File: src/rtl/cp0_hilo_pkg.sv
// cp0_hilo_pkg: shared definitions for the CP0 / HI-LO unit.
//   - CP0 register numbers (Count, Compare, Status, Cause, EPC)
//   - exception codes (address error, interrupt) and handler address
//   - Status / Cause bit positions
//   - FSM state encoding (RUN, FLUSH)
//   - helpers that assemble the architectural Status / Cause read words
package cp0_hilo_pkg;

  localparam logic [31:0] EXC_VECTOR = 32'h0000_0004;

  localparam logic [4:0] CP0_COUNT   = 5'd9;
  localparam logic [4:0] CP0_COMPARE = 5'd11;
  localparam logic [4:0] CP0_STATUS  = 5'd12;
  localparam logic [4:0] CP0_CAUSE   = 5'd13;
  localparam logic [4:0] CP0_EPC     = 5'd14;

  localparam logic [4:0] EXC_ADE = 5'd4;
  localparam logic [4:0] EXC_INT = 5'd0;

  // Status fields
  localparam int ST_IE    = 0;
  localparam int ST_EXL   = 1;
  localparam int ST_IM_LO = 10;
  localparam int ST_IM_HI = 15;   // IM[15] gates the timer interrupt

  // Cause fields
  localparam int CA_EXC_LO = 2;
  localparam int CA_EXC_HI = 6;
  localparam int CA_IP_LO  = 10;
  localparam int CA_IP_HI  = 14;
  localparam int CA_TI     = 15;

  typedef enum logic {
    ST_RUN   = 1'b0,
    ST_FLUSH = 1'b1
  } state_e;

  // Status read word: only IE, EXL and IM[15:10] exist, everything else is 0.
  function automatic logic [31:0] status_word(input logic ie, input logic exl,
                                              input logic [5:0] im);
    logic [31:0] w;
    w = '0;
    w[ST_IE] = ie;
    w[ST_EXL] = exl;
    w[ST_IM_HI:ST_IM_LO] = im;
    return w;
  endfunction

  // Cause read word: TI, IP (live interrupt lines) and ExcCode.
  function automatic logic [31:0] cause_word(input logic ti, input logic [4:0] ip,
                                             input logic [4:0] exc_code);
    logic [31:0] w;
    w = '0;
    w[CA_TI] = ti;
    w[CA_IP_HI:CA_IP_LO] = ip;
    w[CA_EXC_HI:CA_EXC_LO] = exc_code;
    return w;
  endfunction

endpackage

File: src/rtl/cp0_hilo_timer.sv
// cp0_timer: free-running Count, Compare and the sticky timer-pending bit TI.
// Ports:
//   clk, rst        clock, asynchronous active-low reset
//   count_we        load Count with wdata instead of incrementing
//   compare_we      load Compare with wdata
//   wdata           write data shared by both registers
//   ti_clr          clear TI (wins over a same-cycle match)
//   count, compare  current register values
//   ti              timer interrupt pending
module cp0_timer (
  input  logic        clk,
  input  logic        rst,
  input  logic        count_we,
  input  logic        compare_we,
  input  logic [31:0] wdata,
  input  logic        ti_clr,
  output logic [31:0] count,
  output logic [31:0] compare,
  output logic        ti
);

  logic [31:0] count_reg;
  logic [31:0] compare_reg;
  logic        ti_reg;

  always_ff @(posedge clk or negedge rst) begin
    if (!rst) begin
      count_reg   <= '0;
      compare_reg <= '0;
      ti_reg      <= 1'b0;
    end else begin
      // A Count write replaces this cycle's increment; the add wraps naturally.
      count_reg <= count_we ? wdata : count_reg + 32'd1;
      if (compare_we) begin
        compare_reg <= wdata;
      end
      if (ti_clr) begin
        ti_reg <= 1'b0;
      end else if (count_reg == compare_reg) begin
        ti_reg <= 1'b1;
      end
    end
  end

  assign count   = count_reg;
  assign compare = compare_reg;
  assign ti      = ti_reg;

endmodule

File: src/rtl/cp0_hilo.sv
// cp0_hilo: coprocessor-0 registers (Status, Cause, EPC, Count, Compare) and
// the HI/LO pair. Detects address-error and interrupt exceptions, drives the
// PC-mux selects and holds the front-end flushed for FLUSH_CYCLES cycles.
// Ports:
//   clk, rst                    clock, asynchronous active-low reset
//   mtc0/mfc0/mthi/mfhi/mtlo/mflo/c0_eret   decoded controls from ID
//   reg_d                       CP0 register number
//   rt2cp0                      mtc0 write data
//   rs2hilo                     mthi/mtlo write data
//   add_err                     address error from MEM
//   cur_pc                      PC of the instruction raising the event
//   int_in                      level-sensitive external interrupts
//   rdfcp0                      read data (combinational)
//   epc                         current EPC
//   exc_taken / eret_taken      PC mux selects the exception vector / EPC
//   exc_flush                   squash IF/ID/EXE
module cp0_hilo
  import cp0_hilo_pkg::*;
#(
  parameter int FLUSH_CYCLES = 2
) (
  input  logic        clk,
  input  logic        rst,
  input  logic        mtc0,
  input  logic        mfc0,
  input  logic        mthi,
  input  logic        mfhi,
  input  logic        mtlo,
  input  logic        mflo,
  input  logic        c0_eret,
  input  logic [4:0]  reg_d,
  input  logic [31:0] rt2cp0,
  input  logic [31:0] rs2hilo,
  input  logic        add_err,
  input  logic [31:0] cur_pc,
  input  logic [4:0]  int_in,
  output logic [31:0] rdfcp0,
  output logic [31:0] epc,
  output logic        exc_taken,
  output logic        eret_taken,
  output logic        exc_flush
);

  // The counter holds the number of FLUSH cycles still to run, so it needs
  // to represent FLUSH_CYCLES-1.
  localparam int CNT_W = (FLUSH_CYCLES > 1) ? $clog2(FLUSH_CYCLES) : 1;
  localparam logic [CNT_W-1:0] CNT_LOAD = CNT_W'(FLUSH_CYCLES - 1);
  localparam logic [CNT_W-1:0] CNT_ONE  = CNT_W'(1);

  state_e           state_reg;
  logic [CNT_W-1:0] flush_cnt_reg;

  logic        ie_reg;
  logic        exl_reg;
  logic [5:0]  im_reg;       // IM[15:10]
  logic [4:0]  exc_code_reg;
  logic [31:0] epc_reg;
  logic [31:0] hi_reg;
  logic [31:0] lo_reg;

  logic [31:0] count;
  logic [31:0] compare;
  logic        ti;

  logic        in_run;
  logic        irq;
  logic        exc_addr;
  logic        exc_int;
  logic        exc;
  logic        eret;
  logic        c0_we;
  logic        count_we;
  logic        compare_we;
  logic [31:0] cp0_rd;
  logic [31:0] rd_mux;

  assign in_run = (state_reg == ST_RUN);

  // {TI, IP[14:10]} lines up bit-for-bit with IM[15:10].
  assign irq = ie_reg & ~exl_reg & (|({ti, int_in} & im_reg));

  // Address error is not masked by EXL; it outranks a pending interrupt.
  assign exc_addr = in_run & add_err;
  assign exc_int  = in_run & ~add_err & irq;
  assign exc      = exc_addr | exc_int;
  assign eret     = in_run & c0_eret & ~exc;

  // All register writes are frozen while the pipeline is being flushed.
  assign c0_we      = in_run & mtc0;
  assign count_we   = c0_we & (reg_d == CP0_COUNT);
  assign compare_we = c0_we & (reg_d == CP0_COMPARE);

  cp0_timer u_timer (
    .clk        (clk),
    .rst        (rst),
    .count_we   (count_we),
    .compare_we (compare_we),
    .wdata      (rt2cp0),
    .ti_clr     (compare_we),
    .count      (count),
    .compare    (compare),
    .ti         (ti)
  );

  // Read path: no bypass, a same-cycle write is seen one cycle later.
  always_comb begin
    cp0_rd = '0;
    case (reg_d)
      CP0_COUNT:   cp0_rd = count;
      CP0_COMPARE: cp0_rd = compare;
      CP0_STATUS:  cp0_rd = status_word(ie_reg, exl_reg, im_reg);
      CP0_CAUSE:   cp0_rd = cause_word(ti, int_in, exc_code_reg);
      CP0_EPC:     cp0_rd = epc_reg;
      default:     cp0_rd = '0;
    endcase
  end

  always_comb begin
    rd_mux = '0;
    if (mfc0) begin
      rd_mux = cp0_rd;
    end else if (mfhi) begin
      rd_mux = hi_reg;
    end else if (mflo) begin
      rd_mux = lo_reg;
    end
  end

  // Combinational outputs are forced low while reset is held so that the
  // PC mux and flush are quiet immediately, not just after the next edge.
  assign rdfcp0     = rst ? rd_mux : '0;
  assign exc_taken  = rst & exc;
  assign eret_taken = rst & eret;
  assign exc_flush  = rst & (exc | (state_reg == ST_FLUSH));
  assign epc        = epc_reg;

  // Status / Cause / EPC. Later assignments in this block take precedence,
  // so exception updates override mtc0 and ERET overrides a Status write.
  always_ff @(posedge clk or negedge rst) begin
    if (!rst) begin
      ie_reg       <= 1'b0;
      exl_reg      <= 1'b0;
      im_reg       <= '0;
      exc_code_reg <= '0;
      epc_reg      <= '0;
    end else begin
      if (c0_we && (reg_d == CP0_STATUS)) begin
        ie_reg  <= rt2cp0[ST_IE];
        exl_reg <= rt2cp0[ST_EXL];
        im_reg  <= rt2cp0[ST_IM_HI:ST_IM_LO];
      end
      if (c0_we && (reg_d == CP0_CAUSE)) begin
        exc_code_reg <= rt2cp0[CA_EXC_HI:CA_EXC_LO];
      end
      if (c0_we && (reg_d == CP0_EPC)) begin
        epc_reg <= rt2cp0;
      end
      if (eret) begin
        exl_reg <= 1'b0;
      end
      if (exc) begin
        epc_reg      <= cur_pc;
        exl_reg      <= 1'b1;
        exc_code_reg <= exc_addr ? EXC_ADE : EXC_INT;
      end
    end
  end

  // HI / LO: both may be written in the same cycle.
  always_ff @(posedge clk or negedge rst) begin
    if (!rst) begin
      hi_reg <= '0;
      lo_reg <= '0;
    end else begin
      if (in_run && mthi) begin
        hi_reg <= rs2hilo;
      end
      if (in_run && mtlo) begin
        lo_reg <= rs2hilo;
      end
    end
  end

  // Flush sequencer. The detection cycle already flushes, so FLUSH itself
  // lasts FLUSH_CYCLES-1 cycles; with FLUSH_CYCLES == 1 it is skipped.
  always_ff @(posedge clk or negedge rst) begin
    if (!rst) begin
      state_reg     <= ST_RUN;
      flush_cnt_reg <= '0;
    end else begin
      case (state_reg)
        ST_RUN: begin
          if (exc && (FLUSH_CYCLES > 1)) begin
            state_reg     <= ST_FLUSH;
            flush_cnt_reg <= CNT_LOAD;
          end
        end
        ST_FLUSH: begin
          if (flush_cnt_reg <= CNT_ONE) begin
            state_reg     <= ST_RUN;
            flush_cnt_reg <= '0;
          end else begin
            flush_cnt_reg <= flush_cnt_reg - CNT_ONE;
          end
        end
        default: begin
          state_reg     <= ST_RUN;
          flush_cnt_reg <= '0;
        end
      endcase
    end
  end

endmodule

File: config.mk
export PLATFORM = sky130hd
export DESIGN_NAME = cp0_hilo
export DESIGN_NICKNAME = d
export VERILOG_FILES = /design/src/rtl/cp0_hilo_pkg.sv /design/src/rtl/cp0_hilo_timer.sv /design/src/rtl/cp0_hilo.sv
export SDC_FILE = /design/constraint.sdc
export NUM_CORES = 1
export LEC_CHECK = 0
export BUFFER_PORTS_ARGS = -buffer_cell sky130_fd_sc_hd__buf_4
export CORE_ASPECT_RATIO = 0.5
export CORE_MARGIN = 2
export CORE_UTILIZATION = 55
export DETAILED_ROUTE_END_ITERATION = 16
export PLACE_DENSITY = 0.8
export RECOVER_POWER = 100
export SYNTH_ARGS = -nofsm -noshare
export SYNTH_HDL_FRONTEND = slang
export SYNTH_HIERARCHICAL = 1
export SYNTH_SLANG_ARGS = --single-unit
File: constraint.sdc
create_clock -name clk -period 4.8 [get_ports clk]
set_input_delay 0.72 -clock clk [delete_from_list [all_inputs] [get_ports clk]]
set_output_delay 0.72 -clock clk [all_outputs]
set_load 0.1 [all_outputs]
==> impl_metrics.yaml <==
grt:
  antenna_found_initial: 0
  globalRoute.totalOverflow: 0
  grt_usage_pct: 30.89
  grt_max_degree: 110
  grt_pass1_wl_mm: 41.48
  grt_pass1_vias: 7349
critical_path:
  required_ns: 4.08
  crit_cells: 6
  path_delay_family: "simple AND/OR/NAND/NOR gates"
  crit_path_start_kind: "input port"
  crit_path_max_fanout: 18
  critPathMaxStageDelay_ns: 1.02
  cp.buffers_inverters: 2
  endpoint: "rdfcp0[12]"
  crit_path_start: "reg_d[2]"
  crit_chain: "clkbuf_1 -> or3b_2 -> nor2_1 -> a222oi_1 -> a31oi_1 -> clkbuf_2"
  reg2regPathDepth: 5
  r2r_start: "state_reg$_DFF_PN0_"
  r2r_end: "epc[15]$_DFFE_PN0P_"
  regToRegSetupSlack_ns: 1.11
  cp.arrival_ns: 3.52
  crit_path_top_delay_cell: "nor2_1"
  cp-end-kind: "output pin"
  path_class: "in2out"
sta:
  fmax_mhz: 236.1
  hold_viol_final: 0
  finClkSkew_ns: 0.009612
  timing.final.setup_violations: 0
  period_minus_slack_ns: 4.236
  tightest_slew_ns: 2.834
  final.period_utilization_pct: 88.25
  slew_viol_final: 263
  slew-limit-headroom_pct: -88.90
  rsz0062_at_grt: "false"
  tns_ns: 0
run_status:
  outcome: "finished, violations left"
  violations: "capacitance limit, slew limit"
die:
  die_h_um: 95.26
  dieArea_um2: 17770
  io_pins: 183
  start_util_pct: 56.03
  core.rowCount: 33
  die_x_um: 186.5
  coreArea_um2: 16350
yosys:
  ys_async_sr_fraction_pct: 100.0
  synth_cell_types: 46
  synth_edf_count: 0
  yosys-top-cells-count: "175 x dfrtp_1, 157 x mux2_2, 102 x nand2_1"
  syn_area_per_cell_um2: 11.45
  synth_area_um2: 9161
  synth_top_area_share_pct: 47.80
  synthTopCellsByArea: "dfrtp_1 48%, mux2_2 19%, nand2_1 4.2%"
  ys_ff_latch: 175
  synth_nets: 917
  yosys.area.top_type: "dfrtp_1"
  syn_inst: 800
  synth-main-ff-cell: "dfrtp_1"
  synth.most_common_cell: "dfrtp_1"
  yosysSeqAreaShare_pct: 47.80
  synth-warning-count: 6
route:
  via_count: 7461
  wl_per_cell_um: 22.77
  via_per_inst: 6.212
  routed_wl_mm: 27.34
  drc: 0
  drt_iter0_drc: 804
  first_pass_iters: 5
  ant_nets: 0
clock_tree:
  clock_sinks: 175
  htreeDepth: 4
  post_cts_buffers: 0
  cts_hold_buf: 0
  clockBufferDepth: 2
  clock_latency_ns: 0.43
  cts_buffers: 17
  clkSlewWorstSetupHoldPaths_ns: 0.08
  cts_tree: "yes"
  cts-root-buf: "clkbuf_16"
  ctsResizeCount: 0
placement:
  io_buffers: 182
  gp_congestion: 0.9250
  dp_hpwl_mm: 19.10
  dp_cells: 1169
power_and_ir_drop:
  power_density_nw_per_um2: 559.8
  power_leakage_nw: 4.570
  ir_worst_vdd_v: 0.0003011
hold_path:
  hold_class: "in2async"
run:
  drv_cap: 7
layout:
  diodes: 0
  layout.nets: 1078
  synthToLayoutAreaGrowth_pct: 20.95
  layout-drive-gt1-share_pct: 36.96
  final_cells: 1201
==> cells by family (layout without fill, tap and decap cells) <==
kind of cell,after synthesis,after routing,synth area share [%]
AO/OA/AOI/OAI,144,144,11.83
XOR/XNOR,62,62,5.927
adder cells (fa/ha/maj),1,1,0.1366
flip-flops,175,175,47.80
AND/OR/NAND/NOR,182,182,9.970
buffers and inverters,61,235,2.909
multiplexers,175,175,21.43
==> metrics by stage <==
step / util [%] / worst slack (ns) / power (mW) / instance area (µm²) / hold WS [ns]
floorplan: - / 0.6984 / 4.204 / 9161 / 0.4244
global placement: 65.54 / 1.210 / 4.821 / 10720 / 0.4680
detailed placement: 65.54 / 1.122 / 4.897 / 10720 / 0.4846
CTS: 69.21 / 1.119 / 6.324 / 11320 / 0.3866
global route: 67.77 / 0.5095 / 6.419 / 11080 / 0.4214
finish: 67.77 / 0.5640 / 6.203 / 11080 / 0.3374
==> worst min-delay path by stage <==
| stage | end | slack [ns] | cells after the start |
|---|---|---|---|
| 3_5_place_dp | lo_reg[12]$_DFFE_PN0P_ | 0.48 | 1 |
| 3_3_place_gp | lo_reg[12]$_DFFE_PN0P_ | 0.47 | 1 |
| 5_1_grt | lo_reg[6]$_DFFE_PN0P_ | 0.42 | 1 |
| 2_1_floorplan | epc[0]$_DFFE_PN0P_ | 0.42 | 0 |
| 4_1_cts | lo_reg[6]$_DFFE_PN0P_ | 0.39 | 1 |
| 6_report | lo_reg[6]$_DFFE_PN0P_ | 0.34 | 1 |
==> cells in the final DEF, fill, tap and decap left out, drive strengths merged, types with 2 or more instances in the layout <==
master and instances:
nand3 12, a21oi 3, mux2i 6, a41oi 4, nor4 4, o21ai 32, a221o 31, and2 2
xnor2 38, inv 14, clkinv 4, xor2 24, a31oi 28, a22o 3, dfrtp 175, nand2b 3
clkbuf 74, a22oi 33, nor3 11, nand4 21, a222oi 7, and3 6, buf 142, nand2 102
nor2b 4, mux2 169, nor2 12
==> worst register-to-register path, cell delays in order (launching register included) <==
cell and delay (ns):
dfrtp_1 0.54, nand2b_1 0.29, nor3_1 1.52, buf_4 0.53, mux2_2 0.39, mux2_1 0.30
==> final cells by class <==
| cell class | count | area (µm²) |
|---|---|---|
| fillers | 1291 | 5270 |
| multi-input cells | 564 | 4494 |
| flip-flops and latches | 175 | 4379 |
| repair buffers | 198 | 1304 |
| clock buffers | 18 | 439.2 |
| well taps | 227 | 284.0 |
| clock inverters | 14 | 161.4 |
| inverters | 5 | 18.77 |
==> power breakdown <==
part	total [mW]	internal, mW	leakage [nW]	switching [mW]
combinational	2.41	0.745	2.18	1.67
sequential	2.37	1.90	2.09	0.471
clock	1.42	0.759	0.297	0.659
==> routing by layer <==
metal | vias up | part of all wire [%] | global-route usage (%) | routed length [µm]
met5 | - | 0 | 0 | 0
met4 | 0 | 1.8 | 9.722 | 496
met3 | 55 | 10 | 8.980 | 2736
met2 | 378 | 45 | 47.54 | 12330
met1 | 3751 | 43 | 42.71 | 11780
li1 | 3277 | - | - | -
No activity file was read; power rests on OpenSTA's default activity.
